--- config.mk ---
export PLATFORM = sky130hd
export DESIGN_NAME = key_conditioner
export DESIGN_NICKNAME = d
export VERILOG_FILES = /design/src/rtl/key_pkg.sv /design/src/rtl/key_channel.sv /design/src/rtl/key_conditioner.sv
export SDC_FILE = /design/constraint.sdc
export NUM_CORES = 1
export LEC_CHECK = 0
export CAP_MARGIN = 5
export CORE_MARGIN = 2
export CORE_UTILIZATION = 45
export CTS_BUF_LIST = sky130_fd_sc_hd__clkbuf_2 sky130_fd_sc_hd__clkbuf_4 sky130_fd_sc_hd__clkbuf_8
export DETAILED_ROUTE_END_ITERATION = 8
export DONT_BUFFER_PORTS = 1
export GPL_ROUTABILITY_DRIVEN = 0
export MAX_ROUTING_LAYER = met4
export PLACE_DENSITY_LB_ADDON = 0.15
export SYNTH_ARGS = -nofsm -noshare
export SYNTH_HDL_FRONTEND = slang
export SYNTH_SLANG_ARGS = --single-unit
--- constraint.sdc ---
create_clock -name clk_50MHz -period 5.3 [get_ports clk_50MHz]
set_input_delay 0.53 -clock clk_50MHz [delete_from_list [all_inputs] [get_ports clk_50MHz]]
set_output_delay 0.53 -clock clk_50MHz [all_outputs]
set_load 0.02 [all_outputs]
--- src/rtl/key_pkg.sv ---
// Shared constants and types for the push-button conditioning path.
// Default timing assumes the 50 MHz system clock of the clock/stopwatch/timer core.
package key_pkg;

  localparam int DEF_N_KEYS              = 4;
  localparam int DEF_DEBOUNCE_CYCLES     = 1_000_000;   // 20 ms
  localparam int DEF_REPEAT_DELAY_CYCLES = 25_000_000;  // 500 ms
  localparam int DEF_REPEAT_RATE_CYCLES  = 5_000_000;   // 100 ms
  localparam int DEF_CNT_W               = 26;

  // Board key roles as seen by the mode and increment controls.
  localparam int KEY_INC_MINUTES = 1;
  localparam int KEY_INC_HOURS   = 2;

  typedef enum logic [1:0] {
    IDLE,
    DELAY,
    REPEAT
  } rpt_state_e;

endpackage

--- src/rtl/key_channel.sv ---
// One key: 2-flop synchroniser, debounce filter, press/release pulses and
// an auto-repeat FSM that adds action pulses while the key stays held.
module key_channel
  import key_pkg::*;
#(
  parameter int DEBOUNCE_CYCLES     = DEF_DEBOUNCE_CYCLES,
  parameter int REPEAT_DELAY_CYCLES = DEF_REPEAT_DELAY_CYCLES,
  parameter int REPEAT_RATE_CYCLES  = DEF_REPEAT_RATE_CYCLES,
  parameter int CNT_W               = DEF_CNT_W
) (
  input  logic clk_50MHz,
  input  logic reset_n,
  input  logic key_n,
  input  logic repeat_en,
  output logic key_level,
  output logic key_press,
  output logic key_release,
  output logic key_act
);

  localparam logic [CNT_W-1:0] DB_LAST  = CNT_W'(DEBOUNCE_CYCLES - 1);
  localparam logic [CNT_W-1:0] RD_LAST  = CNT_W'(REPEAT_DELAY_CYCLES - 1);
  localparam logic [CNT_W-1:0] RR_LAST  = CNT_W'(REPEAT_RATE_CYCLES - 1);
  localparam logic [CNT_W-1:0] CNT_ZERO = '0;

  logic             s1;
  logic             s2;
  logic             stable;
  logic [CNT_W-1:0] dcnt;
  logic [CNT_W-1:0] rcnt;
  rpt_state_e       state;

  // key_level lags stable by one cycle, so a difference marks an accepted edge.
  logic press_evt;
  logic release_evt;
  assign press_evt   = stable & ~key_level;
  assign release_evt = ~stable & key_level;

  // NOTE: non-blocking assignments make s1->s2 a true two-stage shift; blocking
  // ones would collapse the synchroniser into a single flop.
  always_ff @(posedge clk_50MHz) begin
    if (!reset_n) begin
      s1     <= 1'b0;
      s2     <= 1'b0;
      stable <= 1'b0;
      dcnt   <= CNT_ZERO;
    end else begin
      s1 <= ~key_n;
      s2 <= s1;
      if (s2 == stable) begin
        dcnt <= CNT_ZERO;
      end else if (dcnt == DB_LAST) begin
        stable <= s2;
        dcnt   <= CNT_ZERO;
      end else begin
        dcnt <= dcnt + 1'b1;
      end
    end
  end

  always_ff @(posedge clk_50MHz) begin
    if (!reset_n) begin
      key_level   <= 1'b0;
      key_press   <= 1'b0;
      key_release <= 1'b0;
    end else begin
      key_level   <= stable;
      key_press   <= press_evt;
      key_release <= release_evt;
    end
  end

  always_ff @(posedge clk_50MHz) begin
    if (!reset_n) begin
      state   <= IDLE;
      rcnt    <= CNT_ZERO;
      key_act <= 1'b0;
    end else begin
      // NOTE: the default makes key_act a one-cycle pulse; each branch only raises it.
      key_act <= 1'b0;
      if (release_evt) begin
        state <= IDLE;
        rcnt  <= CNT_ZERO;
      end else begin
        case (state)
          IDLE: begin
            if (press_evt) begin
              state   <= DELAY;
              rcnt    <= CNT_ZERO;
              key_act <= 1'b1;
            end
          end
          DELAY: begin
            if (!repeat_en) begin
              rcnt <= CNT_ZERO;
            end else if (rcnt == RD_LAST) begin
              state   <= REPEAT;
              rcnt    <= CNT_ZERO;
              key_act <= 1'b1;
            end else begin
              rcnt <= rcnt + 1'b1;
            end
          end
          REPEAT: begin
            // Losing the enable restarts the full initial delay once it returns.
            if (!repeat_en) begin
              state <= DELAY;
              rcnt  <= CNT_ZERO;
            end else if (rcnt == RR_LAST) begin
              rcnt    <= CNT_ZERO;
              key_act <= 1'b1;
            end else begin
              rcnt <= rcnt + 1'b1;
            end
          end
          default: begin
            state <= IDLE;
            rcnt  <= CNT_ZERO;
          end
        endcase
      end
    end
  end

endmodule

--- src/rtl/key_conditioner.sv ---
// Conditions the raw active-low DE2 push-buttons into debounced levels and
// single-cycle press/release/action pulses, one independent channel per key.
module key_conditioner
  import key_pkg::*;
#(
  parameter int N_KEYS              = DEF_N_KEYS,
  parameter int DEBOUNCE_CYCLES     = DEF_DEBOUNCE_CYCLES,
  parameter int REPEAT_DELAY_CYCLES = DEF_REPEAT_DELAY_CYCLES,
  parameter int REPEAT_RATE_CYCLES  = DEF_REPEAT_RATE_CYCLES,
  parameter int CNT_W               = DEF_CNT_W
) (
  input  logic              clk_50MHz,
  input  logic              reset_n,
  input  logic [N_KEYS-1:0] key_n,
  input  logic [N_KEYS-1:0] repeat_en,
  output logic [N_KEYS-1:0] key_level,
  output logic [N_KEYS-1:0] key_press,
  output logic [N_KEYS-1:0] key_release,
  output logic [N_KEYS-1:0] key_act
);

  for (genvar i = 0; i < N_KEYS; i++) begin : gen_ch
    key_channel #(
      .DEBOUNCE_CYCLES    (DEBOUNCE_CYCLES),
      .REPEAT_DELAY_CYCLES(REPEAT_DELAY_CYCLES),
      .REPEAT_RATE_CYCLES (REPEAT_RATE_CYCLES),
      .CNT_W              (CNT_W)
    ) u_ch (
      .clk_50MHz  (clk_50MHz),
      .reset_n    (reset_n),
      .key_n      (key_n[i]),
      .repeat_en  (repeat_en[i]),
      .key_level  (key_level[i]),
      .key_press  (key_press[i]),
      .key_release(key_release[i]),
      .key_act    (key_act[i])
    );
  end

endmodule

Word-level counts from Yosys, hierarchy flattened:

Cells that the tools add are included.

* register bits after elaboration: 244
* bits of input ports: 10
* output and inout bits: 16
* word-level logic and storage cells: 201

* add/sub/neg operators: 8
* eq/ne operators: 40
* muxes and demuxes: 68
* bitwise gates (word level): 25
* reductions and logical operators: 20

Operator list (number)
* 26-bit 2-to-1 mux: 20
* 26-bit case mux with 3 select lines: 4
* 26-bit by 1-bit adder with 26-bit output (second input constant): 8
* 26-bit by 20-bit equality test with 1-bit output (second input constant): 4
* 26-bit by 23-bit equality test with 1-bit output (second input constant): 4
* 26-bit by 25-bit equality test with 1-bit output (second input constant): 4
* 2-bit 2-to-1 mux: 16
* 2-bit case mux with 3 select lines: 4
* 1-bit 2-to-1 mux: 20
* 1-bit NOT: 17
* 2-bit by 1-bit != test with 1-bit output (second input constant): 8
* 2-bit != test (second input constant): 8
* 4-bit AND reduction: 4
* 1-bit case mux with 3 select lines: 4
* 3-bit OR reduction: 4
* 1-bit AND: 8
* 2-bit by 1-bit equality test with 1-bit output (second input constant): 4
* 2-bit equality test (second input constant): 4
* 2-bit zero test: 4
* 2-bit AND reduction: 4
* 2-bit OR reduction: 4
* 1-bit equality test: 4

Longest topological paths before layout:

Gate-level depths: netlist (run 1).

* depth in word-level cells: 4
* depth in mapped cells: 10
* mapped depth without buffers: 8

Modules after synthesis:

Synthesis (run 1) repeated with hierarchy kept, for this count alone.

* cell total of the unflattened synthesis: 1670
* area, all modules: 13424.1 µm²

Modules (own cells, without submodules)
* key_channel (gen_ch[0].u_ch ...): times used 3, cells an instance 443, area an instance 3488.3 µm², seq. area each 1221.2 µm²
* key_channel (gen_ch[3].u_ch): times used 1, cells an instance 341, area an instance 2959.1 µm², seq. area each 1221.2 µm²

Least setup slack after synthesis (run 1):

OpenSTA, ideal clock, no wires.

* path kind: register to register
* start point: register gen_ch[1].u_ch.state[0]
* end point: register gen_ch[1].u_ch.rcnt[10]
* data arrival time: 2029 ps
* required time: 5226 ps
* path slack: 3196 ps
* cell stages (with the launch flop): 10
* path buffers: 1
* period minus slack after synthesis: 2104 ps
* cell sequence: dfxtp_1 > inv_1 > ha_1 > and3_1 > a21bo_1 > a2bb2oi_2 > a21oi_2 > clkbuf_1 > o21ai_0 > a31oi_1

* cells in the longest elaborated chain, start to end: 2
* elaborated cells between the ends (all ways): 5
* classes of those cells: eq/ne: 3; mux: 1; reduce/logical: 1

Ends and longest elaborated chain
* start: declaration: line key_channel.sv:31 `rpt_state_e state;`
* start signal: assignment: line key_channel.sv:75 `state <= IDLE;`
* start signal: assignment: line key_channel.sv:82 `state <= IDLE;`
* start signal: assignment: line key_channel.sv:88 `state <= DELAY;`
* 2-bit equality test (tied with other cells): line key_channel.sv:85 `case (state)`
* 26-bit case mux with 3 select lines / 2-bit by 1-bit != test with 1-bit output (equally long branches)
* end signal: assignment: line key_channel.sv:101 `rcnt <= rcnt + 1'b1;`
* end signal: assignment: line key_channel.sv:113 `rcnt <= rcnt + 1'b1;`
* end: declaration: line key_channel.sv:30 `logic [CNT_W-1:0] rcnt;`

Several ways; a longest one is shown, not always the timed one.
A chain may end at the register's enable or synchronous reset.

Final worst setup path (run 1):

* start point: register gen_ch[2].u_ch.rcnt[0]
* end point: register gen_ch[2].u_ch.rcnt[23]

* cells in the longest elaborated chain, start to end: 4
* elaborated cells between the ends (all ways): 8
* classes of those cells: add/sub: 1; eq/ne: 2; mux: 5

Ends and longest elaborated chain (line)
* start: declaration: key_channel.sv:30
* start signal: assignment: key_channel.sv:101
* start signal: assignment: key_channel.sv:113
* 26-bit by 1-bit adder with 26-bit output (tied with other cells): key_channel.sv:101, key_channel.sv:113
* 26-bit 2-to-1 mux, on equally long branches: key_channel.sv:109, key_channel.sv:96
* 26-bit 2-to-1 mux, on equally long branches: key_channel.sv:106, key_channel.sv:94
* 26-bit case mux with 3 select lines *: key_channel.sv:85

Every way passes the cells marked *; elsewhere a longest branch is shown, timed or not.

==> impl_results.md, run 1 <==
- Placed wire-length estimate: between 15 and 20 mm
- Total global-route track usage: 19.0%
- Tcrit/Tclk final: between 50% and 60%
- Via density: 5.55
- CTS HTree Levels: 2
- Pwr/cell area: between 200 and 300 nW/µm²
- Post-synthesis sequential area ratio: a little over 40%
- Clk slew on worst S/H paths: 0.06 ns
- Tmin final: 2.89 ns
- Cts-stage hold buffer count: 0
- Iteration count of the initial detailed-routing pass: 5
- Root Driver: clkbuf_8
- CTS buffer count: 44
- Reg-to-reg startpoint: gen_ch[2].u_ch.rcnt[0]
- Reg2Reg Capture Point: gen_ch[2].u_ch.rcnt[23]
- Final Non-Filler Cells: between 1500 and 2000
- Die area: about 28000 µm²
- Placeable core region: around 26000 µm²
- Peak supply drop: about 0.20 mV
- Post-Place Worst Slack: 2.46 ns
- Nets: roughly 1500
- Die Ht: between 150 and 200 µm
- Final wirelength: around 25 mm
- Slew Viols, Final: 0
- Avg Cell Area, Syn: about 8 µm²
- Setup CP Type: flop to flop
- FF+latch count, synth: between 200 and 250
- Multi-input gate area: approximately 6500 µm²
- Die Wd: about 170 µm
- Placed Cells: approximately 1700
- Post-synth cell types: between 70 and 80
- Most used routing layer: met2
- Post-synth EDFFs: 0
- Int Pwr: approximately 3.0 mW
- Setup crit start kind: flop
- WL/cell: ~14 µm
- Setup Buffers After CTS: 0
- Fmax: 346 MHz
- FF+latch area: just under 5000 µm²
- Vias in the first global route: 9389
- Max cap viols: 0
- Layout area overhead: 8.84%
- CTS tree: done
- Port Buf Inserts: 0
- Hold Vio Cnt, Final: 0
- Sink Count: between 200 and 250
- Reg power frac: about half
- Critical path endpoint category: flop
- Data required, critical path: around 5.8 ns
- Hold_ws: slightly below 0.05 ns
- GRT overflow: 0
- Antenna fix cells: 0
- Initial DRC count: about 590
- Worst Max-Slew Pin Slew: around 1 ns
- Drt drc: 0
- Max-Slew Margin vs Limit: 31.6%
- Setup Skew: approximately 0.028 ns
- Critical path arrival: 3.38 ns
- Cell taking the most area after synthesis: dfxtp_1
- # rows: 59
- Bufs on Longest Clock Path: 3
- Met2 GRT Util: 29.0%
- Comb pwr share: under 10%
- Post-CTS sizing: 0
- Unrepaired setup endpoints after global routing: no
- Hold path depth: 1
- LEAKAGE: approximately 4.4 nW
- Top post-synthesis cells by area: dfxtp_1, nor2_1, nand2_1
- Ys async rst share: 0%
- Switching pwr: a little under 0.9 mW
- Initial antenna violation count: 0
- Ports: 26
- Critical-path maximum fanout: 19
- WHS Endpoint: gen_ch[0].u_ch.s1
- Setup TNS: 0 ns
- Worst reg2reg setup slack: 2.41 ns
- Initial Util: a little under half
- Outcome: complete, no violations
- Mapped Area: 11900 µm²
- Setup ws final: 2.41 ns
- Synth top cells by count: dfxtp_1, nor2_1, nand2_1
- Clock share of power: ~48%
- FF-to-FF path depth: 8
- Largest net degree at the start of global routing: 47
- Setup violators final: 0
- Most used DFF post-synth: dfxtp_1
- Gate Count Post-Synth: approximately 1400
- Ys Warns: 0
- GRT met1 Usage: 26.1%
- Hold Crit Start: key_n[0]
- Most numerous cell in the Yosys netlist: dfxtp_1
- DR vias: 9990
- First-pass GRT wire length: between 40 and 50 mm
- Top flop regs: gen_ch.u_ch.dcnt (104), gen_ch.u_ch.rcnt (104), gen_ch.u_ch.state (8)
- Fillers: roughly 2500
- Met3 Usage GRT: a little under 3%
- Area share of the leading cell type in the synthesized netlist: slightly above 40%
- Hold WC Path Type: input port to flop
- Sw Share: between 20 and 25%
- Net count after synthesis: 1482
- Worst-skew pair later-pin latency: between 0.5 and 0.6 ns
- Fraction of layout instances using a drive strength above 1: under 10%
- Antenna-violating nets left: 0
-- through the flow --
| stage | util (%) | power [mW] | cell area, µm² |
|---|---|---|---|
| global placement | 46.2 | 2.06 | 12000 |
| detailed placement | 46.2 | 2.06 | 12000 |
| floorplan | - | 2.02 | 11900 |
| CTS | 49.8 | 3.92 | 12900 |
| finish | 49.8 | 3.86 | 12900 |
| global route | 49.8 | 4.03 | 12900 |
-- layer usage --
| metal | part of all wire, % | vias to the layer above | wire length (µm) |
|---|---|---|---|
| li1 | - | 5149 | - |
| met1 | 50 | 4648 | 12800 |
| met2 | 44 | 146 | 11300 |
| met3 | 3.4 | 47 | 860 |
| met4 | 2.1 | 0 | 535 |
| met5 | 0 | - | 0 |
-- worst max path at each step --
stage                                  from                       to  cells after the start
detailed placement   gen_ch[2].u_ch.rcnt[0]  gen_ch[2].u_ch.rcnt[23]                      8
global placement     gen_ch[2].u_ch.rcnt[0]  gen_ch[2].u_ch.rcnt[23]                      8
floorplan           gen_ch[1].u_ch.state[0]  gen_ch[1].u_ch.rcnt[10]                      9
global route         gen_ch[2].u_ch.rcnt[0]  gen_ch[2].u_ch.rcnt[19]                      8
CTS                  gen_ch[2].u_ch.rcnt[0]  gen_ch[2].u_ch.rcnt[23]                      8
finish               gen_ch[2].u_ch.rcnt[0]  gen_ch[2].u_ch.rcnt[23]                      8
-- final cells by class --
type	count	area share, %
multi-input combinational	1106	50.6
clock buffer	69	6.66
tap	335	3.24
timing repair buffer	5	0.290
sequential	244	37.7
inverter	35	1.02
clock inverter	7	0.493
-- logic make-up after synthesis --
group | share of synthesized area [%]
AND/OR/NAND/NOR | 30.8
flip-flops | 41.1
AO/OA/AOI/OAI | 12.8
XOR/XNOR | 7.88
buffers and inverters | 3.97
adder cells (fa/ha/maj) | 2.53
multiplexers | 0.937
-- layout by cell type, fill, tap and decap left out, drive strengths merged, types with 4 or more instances in the layout --
cell type	count
or2	4
and3	48
nor4	23
nand3	108
nor3	44
clkinv	5
a21o	10
xor2	57
a22oi	6
ha	24
o31ai	14
a41oi	5
or3	16
xnor2	50
mux2i	10
a31oi	51
nand4	35
nor2b	4
inv	36
nand2b	13
or4	4
dfxtp	244
a221o	4
buf	5
o21ai	51
o211ai	4
a21oi	49
nand2	150
clkbuf	69
a211oi	4
nor3b	5
and4	22
and2	17
nor2	208
nor4b	9
a22o	14
nor4bb	5
-- worst max-delay path, stage by stage, from the launching register on --
cell,delay (ns)
dfxtp_1,0.34
ha_1,0.22
and3_1,0.24
and4_1,0.22
o211a_1,0.40
nor3_2,0.63
buf_4,0.35
or3b_1,0.36
nand3_1,0.08
-- power by group through the flow --
stage | registers [mW] | clock network, mW | logic [mW]
after floorplan | 1.89 | 0 | 0.126
after global placement | 1.89 | 0 | 0.162
after detailed placement | 1.89 | 0 | 0.164
after CTS | 1.85 | 1.90 | 0.164
after global routing | 1.85 | 1.99 | 0.187
final | 1.85 | 1.84 | 0.164
(Power assumes the default switching activity.)
==> inputs of run 2 (changes only) <==
==> constraint.sdc (replaced) <==
create_clock -name clk_50MHz -period 2.7 [get_ports clk_50MHz]
set_input_delay 0.27 -clock clk_50MHz [delete_from_list [all_inputs] [get_ports clk_50MHz]]
set_output_delay 0.27 -clock clk_50MHz [all_outputs]
set_load 0.02 [all_outputs]
==> impl_results.md, run 2 (synthesis gave the netlist of run 1 again) <==
- Fillers: 2545 (+0.47%)
- Hold path depth: 4 (+3)
- First-pass GRT wire length: 45.8 mm (+2.4%)
- Die area: 27700 µm² (unchanged)
- CTS buffer count: 44 (unchanged)
- Setup Skew: 0.0206 ns (-0.00719 ns)
- Reg power frac: 48.3% (+0.2 points)
- Port Buf Inserts: 0 (unchanged)
- Setup Buffers After CTS: 0 (unchanged)
- Via density: 5.52 (-0.43%)
- Met2 wire length: 11.6 mm (+3.3%)
- Clk slew on worst S/H paths: 0.06 ns (about the same)
- Iteration count of the initial detailed-routing pass: 5 (unchanged)
- FF-to-FF path depth: 8 (unchanged)
- Top flop regs: gen_ch.u_ch.dcnt (104), gen_ch.u_ch.rcnt (104), gen_ch.u_ch.state (8)
- Initial Util: 45.8% (unchanged)
- Largest net degree at the start of global routing: 47 (unchanged)
- Root Driver: clkbuf_8
- Comb pwr share: 4.7% (+0.4 points)
- Drt drc: 0 (unchanged)
- Top sig layer: met4
- Switching pwr: 1.75 mW (+97%)
- Worst-skew pair later-pin latency: 0.53 ns (about the same)
- Tcrit/Tclk final: 87.0% (+32 points)
- Setup violators final: 0 (unchanged)
- Most frequent cells in the layout: dfxtp_1, nor2_1, nand2_1, nand3_1
- Hold WC Path Type: input port to flop
- Data required, critical path: 3.14 ns (-2.65 ns)
- Final wirelength: 26.1 mm (+2.5%)
- Initial antenna violation count: 0 (unchanged)
- Pwr/cell area: 572 nW/µm² (+92%)
- Outcome: complete, no violations
- Bufs on Longest Clock Path: 3 (unchanged)
- Antenna fix cells: 0 (unchanged)
- Post-Place Worst Slack: 0.366 ns (-2.09 ns)
- Placed wire-length estimate: 17.5 mm (+2.0%)
- Critical path arrival: 2.79 ns (-0.59 ns)
- Total global-route track usage: 19.6% (+0.60 points)
- Setup TNS: 0 ns (unchanged)
- Ports: 26 (unchanged)
- Placeable core region: 26000 µm² (unchanged)
- CTS HTree Levels: 2 (unchanged)
- Commonest non-fill, non-tap cell in the layout: dfxtp_1
- Int Pwr: 5.79 mW (+95%)
- Die Ht: 167 µm (unchanged)
- Max-Slew Margin vs Limit: 51.9% (+20 points)
- WL met1: 12.8 mm (-0.22%)
- Setup ws final: 0.351 ns (-2.06 ns)
- Fmax: 426 MHz (+23%)
- Critical-path maximum fanout: 15 (-4)
- GRT overflow: 0 (unchanged)
- Multi-input gate area: 6540 µm² (unchanged)
- Die Wd: 167 µm (unchanged)
- Worst Max-Slew Pin Slew: 0.715 ns (-0.307 ns)
- Met3 wire length: 1.12 mm (+30%)
- LEAKAGE: 4.49 nW (+2.8%)
- Sw Share: 23.2% (+0.16 points)
- Sink Count: 244 (unchanged)
- Critical path endpoint category: flop
- FF+latch area: 4880 µm² (unchanged)
- Slew Viols, Final: 0 (unchanged)
- Vias in the first global route: 9718 (+3.5%)
- Hold Vio Cnt, Final: 0 (unchanged)
- Peak supply drop: 0.349 mV (+76%)
- Initial DRC count: 777 (+32%)
- Tmin final: 2.35 ns (-0.542 ns)
- Antenna-violating nets left: 0 (unchanged)
- CTS tree: done
- Setup crit start kind: flop
- # rows: 59 (unchanged)
- Max cap viols: 0 (unchanged)
- Setup CP Type: flop to flop
- Clock share of power: 47.0% (-0.7 points)
- Layout area overhead: 10.7%
- WL/cell: 14.3 µm (+1.0%)
- Final Non-Filler Cells: 1828 (+1.5%)
- Fraction of layout instances using a drive strength above 1: 7.64% (+1.2 points)
- DR vias: 10100 (+1.1%)
- Nets: 1499 (+2.0%)
- Unrepaired setup endpoints after global routing: no
- Placed Cells: 1746 (+1.2%)
-- run 2: changes by cell type in the layout (fill, tap and decap cells not counted) --
| cell | before | now |
|---|---|---|
| inv_6 | 1 | 0 |
| bufinv_16 | 1 | 0 |
| clkinv_2 | 5 | 4 |
| clkbuf_4 | 14 | 13 |
| dlygate4sd3_1 | 0 | 8 |
| clkbuf_8 | 55 | 57 |
| buf_12 | 0 | 1 |
| buf_4 | 5 | 25 |
-- run 2: power by group through the flow --
stage	logic [mW]	registers, mW	clock network (mW)
finish	0.356	3.64	3.54
global route	0.399	3.64	3.85
CTS	0.357	3.64	3.66
detailed placement	0.341	3.72	0
global placement	0.341	3.72	0
floorplan	0.248	3.71	0
-- run 2: final timing paths --
kind / startpoint / slack (ns) / end
worst max-delay path: gen_ch[2].u_ch.rcnt[0] / 0.35 / gen_ch[2].u_ch.rcnt[19]
worst max register to register: gen_ch[2].u_ch.rcnt[0] / 0.35 / gen_ch[2].u_ch.rcnt[19]
worst min register to register: gen_ch[0].u_ch.s1 / 0.43 / gen_ch[0].u_ch.s2
worst min-delay path: repeat_en[0] / 0.04 / gen_ch[0].u_ch.state[1]
-- run 2: per-stage QoR --
step	utilization, %	hold slack [ns]	area (µm²)	power [mW]
3_3_place_gp	46.9	0.338	12200	4.06
4_1_cts	50.7	0.00475	13200	7.66
6_report	50.7	0.0388	13200	7.54
3_5_place_dp	46.9	0.341	12200	4.06
2_1_floorplan	-	0.337	11900	3.96
5_1_grt	50.7	0.0393	13200	7.88
-- run 2: area by class of cell --
class                   count  share of cell area, %
flip-flops and latches    244                   37.1
inverters                  35                  0.998
multi-input cells        1106                   49.7
clock inverters             4                  0.152
repair buffers             34                   2.19
well taps                 335                   3.18
clock buffers              70                   6.70
-- run 2: repair_timing --
action | CTS | global route
hold buffers | 8 | 0
resized for setup | 0 | 0
hold endpoints to repair | 17 | 0
-- run 2: critical path, stage by stage, from the launching register on --
cell	delay, ns
dfxtp_1	0.34
ha_1	0.22
and3_1	0.23
and4_1	0.22
o211a_1	0.25
nor3_2	0.39
buf_4	0.29
nand2_1	0.11
o31ai_1	0.20
-- run 2: layer usage --
layer	vias up	global-route usage [%]
li1	5206	-
met3	50	3.66
met4	0	6.18
met2	183	30.9
met5	-	-
met1	4657	25.5
==> inputs of run 3 (changes only) <==
--- a/config.mk
+++ b/config.mk
@@ -7,7 +7,7 @@
 export LEC_CHECK = 0
 export CAP_MARGIN = 5
 export CORE_MARGIN = 2
-export CORE_UTILIZATION = 45
+export CORE_UTILIZATION = 30
 export CTS_BUF_LIST = sky130_fd_sc_hd__clkbuf_2 sky130_fd_sc_hd__clkbuf_4 sky130_fd_sc_hd__clkbuf_8
 export DETAILED_ROUTE_END_ITERATION = 8
 export DONT_BUFFER_PORTS = 1
==> impl_results.md, run 3 (synthesis gave the netlist of run 1 again) <==
- DR vias: 10100 (+0.15%)
- WHS Endpoint: gen_ch[3].u_ch.state[0]
- Sink Count: 244 (unchanged)
- Max cap viols: 0 (unchanged)
- Setup Buffers After CTS: 0 (unchanged)
- GRT overflow: 0 (unchanged)
- LEAKAGE: 4.57 nW (+1.7%)
- Hold Crit Start: reset_n
- Critical path endpoint category: flop
- Top sig layer: met4
- Root Driver: clkbuf_8
- Nets: 1506 (+0.47%)
- Drt drc: 0 (unchanged)
- Reg2Reg Capture Point: gen_ch[1].u_ch.rcnt[19]
- Vias in the first global route: 9644 (-0.76%)
- Hold Vio Cnt, Final: 0 (unchanged)
- Final instance area: 13600 µm² (+2.9%)
- Post-CTS sizing: 0 (unchanged)
- Unrepaired setup endpoints after global routing: no
- Critical-path maximum fanout: 46 (+31)
- Outcome: complete, no violations
- CTS HTree Levels: 2 (unchanged)
- Port Buf Inserts: 0 (unchanged)
- Placeable core region: 38900 µm² (+50%)
- Final Non-Filler Cells: 2022 (+11%)
- CTS buffer count: 47 (+6.8%)
- Initial Util: 30.6% (-15 points)
- Clk slew on worst S/H paths: 0.06 ns (about the same)
- Placed Cells: 1932 (+11%)
- # rows: 72 (+22%)
- Initial antenna violation count: 0 (unchanged)
- Worst Max-Slew Pin Slew: 0.968 ns (+0.252 ns)
- Slew Viols, Final: 0 (unchanged)
- Layout area overhead: 14.0%
- Setup TNS: 0 ns (unchanged)
- Total global-route track usage: 14.3% (-5.3 points)
- Setup CP Type: flop to flop
- Fmax: 433 MHz (+1.8%)
- Via density: 5.00 (-9.5%)
- Tmin final: 2.31 ns (-0.0418 ns)
- Hold WC Path Type: input port to flop
- Die Ht: 203 µm (+22%)
- Reg-to-reg startpoint: gen_ch[1].u_ch.rcnt[0]
- WL met1: 14.1 mm (+10%)
- Hold path depth: 3 (-1)
- Setup crit start kind: flop
- Max-Slew Margin vs Limit: 35.3% (-17 points)
- WL/cell: 14.0 µm (-1.7%)
- Area of placed instances: 12400 µm² (+2.2%)
- Worst-skew pair later-pin latency: 0.57 ns (+0.04 ns)
- Placed wire-length estimate: 19.2 mm (+9.8%)
- Critical path arrival: 2.74 ns (-0.05 ns)
- Peak supply drop: 0.240 mV (-31%)
- Commonest non-fill, non-tap cell in the layout: dfxtp_1
- Iteration count of the initial detailed-routing pass: 5 (unchanged)
- First-pass GRT wire length: 48.1 mm (+5.0%)
- Setup violators final: 0 (unchanged)
- Fillers: 4139 (+63%)
- Worst reg2reg setup slack: 0.39 ns (+0.04 ns)
- CTS tree: done
- FF-to-FF path depth: 8 (unchanged)
- Top flop regs: gen_ch.u_ch.dcnt (104), gen_ch.u_ch.rcnt (104), gen_ch.u_ch.state (8)
- Bufs on Longest Clock Path: 3 (unchanged)
- Die area: 41200 µm² (+49%)
- Fraction of layout instances using a drive strength above 1: 8.24% (+0.61 points)
- Setup Skew: 0.0264 ns (+0.00577 ns)
- Tcrit/Tclk final: 85.5% (-1.5 points)
- Data required, critical path: 3.14 ns (about the same)
- Met2 wire length: 12.7 mm (+9.1%)
- Antenna fix cells: 0 (unchanged)
- Antenna-violating nets left: 0 (unchanged)
- Pwr/cell area: 585 nW/µm² (+2.2%)
- Most frequent cells in the layout: dfxtp_1, nor2_1, nand2_1, nand3_1, clkbuf_8
- Largest net degree at the start of global routing: 47 (unchanged)
- Met3 wire length: 1.03 mm (-8.0%)
- Die Wd: 203 µm (+22%)
- Ports: 26 (unchanged)
- Final wirelength: 28.4 mm (+8.7%)
- Initial DRC count: 480 (-38%)
## run 3: cell types whose count changed in the layout (fill, tap and decap cells not counted)
| cell | previous run | this run |
|---|---|---|
| bufinv_16 | 0 | 1 |
| buf_12 | 1 | 2 |
| clkinv_2 | 4 | 1 |
| buf_4 | 25 | 27 |
| clkbuf_4 | 13 | 17 |
| clkbuf_8 | 57 | 62 |
| dlygate4sd3_1 | 8 | 9 |
## run 3: worst max-delay path, cell delays in order (launching register included)
cell and delay [ns]:
dfxtp_1 0.43, ha_1 0.27, nand4bb_1 0.12, nor4_1 0.41
o21bai_1 0.22, a21oi_2 0.10, buf_12 0.19, and3_1 0.18
a221o_1 0.26
## run 3: final cells by class
cell class,instances,area [µm²],share of cell area (%)
timing repair buffer,38,333,2.46
tap,518,648,4.78
clock inverter,2,35.0,0.258
inverter,35,131,0.969
sequential,244,4880,36.0
multi-input combinational,1106,6540,48.3
clock buffer,79,981,7.24
## run 3: layer usage
| layer | up-vias | global-route usage (%) |
|---|---|---|
| li1 | 5210 | - |
| met1 | 4741 | 18.6 |
| met2 | 125 | 22.3 |
| met3 | 35 | 2.81 |
| met4 | 0 | 4.69 |
| met5 | - | - |
## run 3: worst max path at each step
stage | startpoint | to | slack [ns] | cells after the start
after floorplan | gen_ch[1].u_ch.state[0] | gen_ch[1].u_ch.rcnt[10] | 0.60 | 9
after global placement | gen_ch[1].u_ch.rcnt[12] | gen_ch[1].u_ch.rcnt[19] | 0.49 | 7
after detailed placement | gen_ch[1].u_ch.rcnt[0] | gen_ch[1].u_ch.rcnt[19] | 0.39 | 8
after CTS | gen_ch[1].u_ch.rcnt[0] | gen_ch[1].u_ch.rcnt[19] | 0.36 | 8
after global routing | gen_ch[1].u_ch.rcnt[0] | gen_ch[1].u_ch.rcnt[19] | 0.13 | 8
final | gen_ch[1].u_ch.rcnt[0] | gen_ch[1].u_ch.rcnt[19] | 0.39 | 8
## run 3: what timing repair did
| action | in CTS | in global routing |
|---|---|---|
| endpoints found under the setup margin | 0 | 0 |
| hold endpoints to repair | 19 | 0 |
| hold buffers | 9 | 0 |
## run 3: through the flow
step	hold slack [ns]	power (mW)	util [%]	worst slack, ns
finish	0.0408	7.93	34.8	0.393
global route	0.0357	8.30	34.8	0.132
CTS	0.00916	8.09	34.8	0.365
detailed placement	0.340	4.08	32.0	0.393
global placement	0.337	4.08	32.0	0.491
floorplan	0.337	3.96	-	0.596
## run 3: report_power, final
| part | switching [mW] | internal [mW] | total, mW |
|---|---|---|---|
| clock | 1.56 | 2.36 | 3.92 |
| sequential | 0.0183 | 3.62 | 3.64 |
| combinational | 0.247 | 0.125 | 0.371 |
| total | 1.82 | 6.11 | 7.93 |
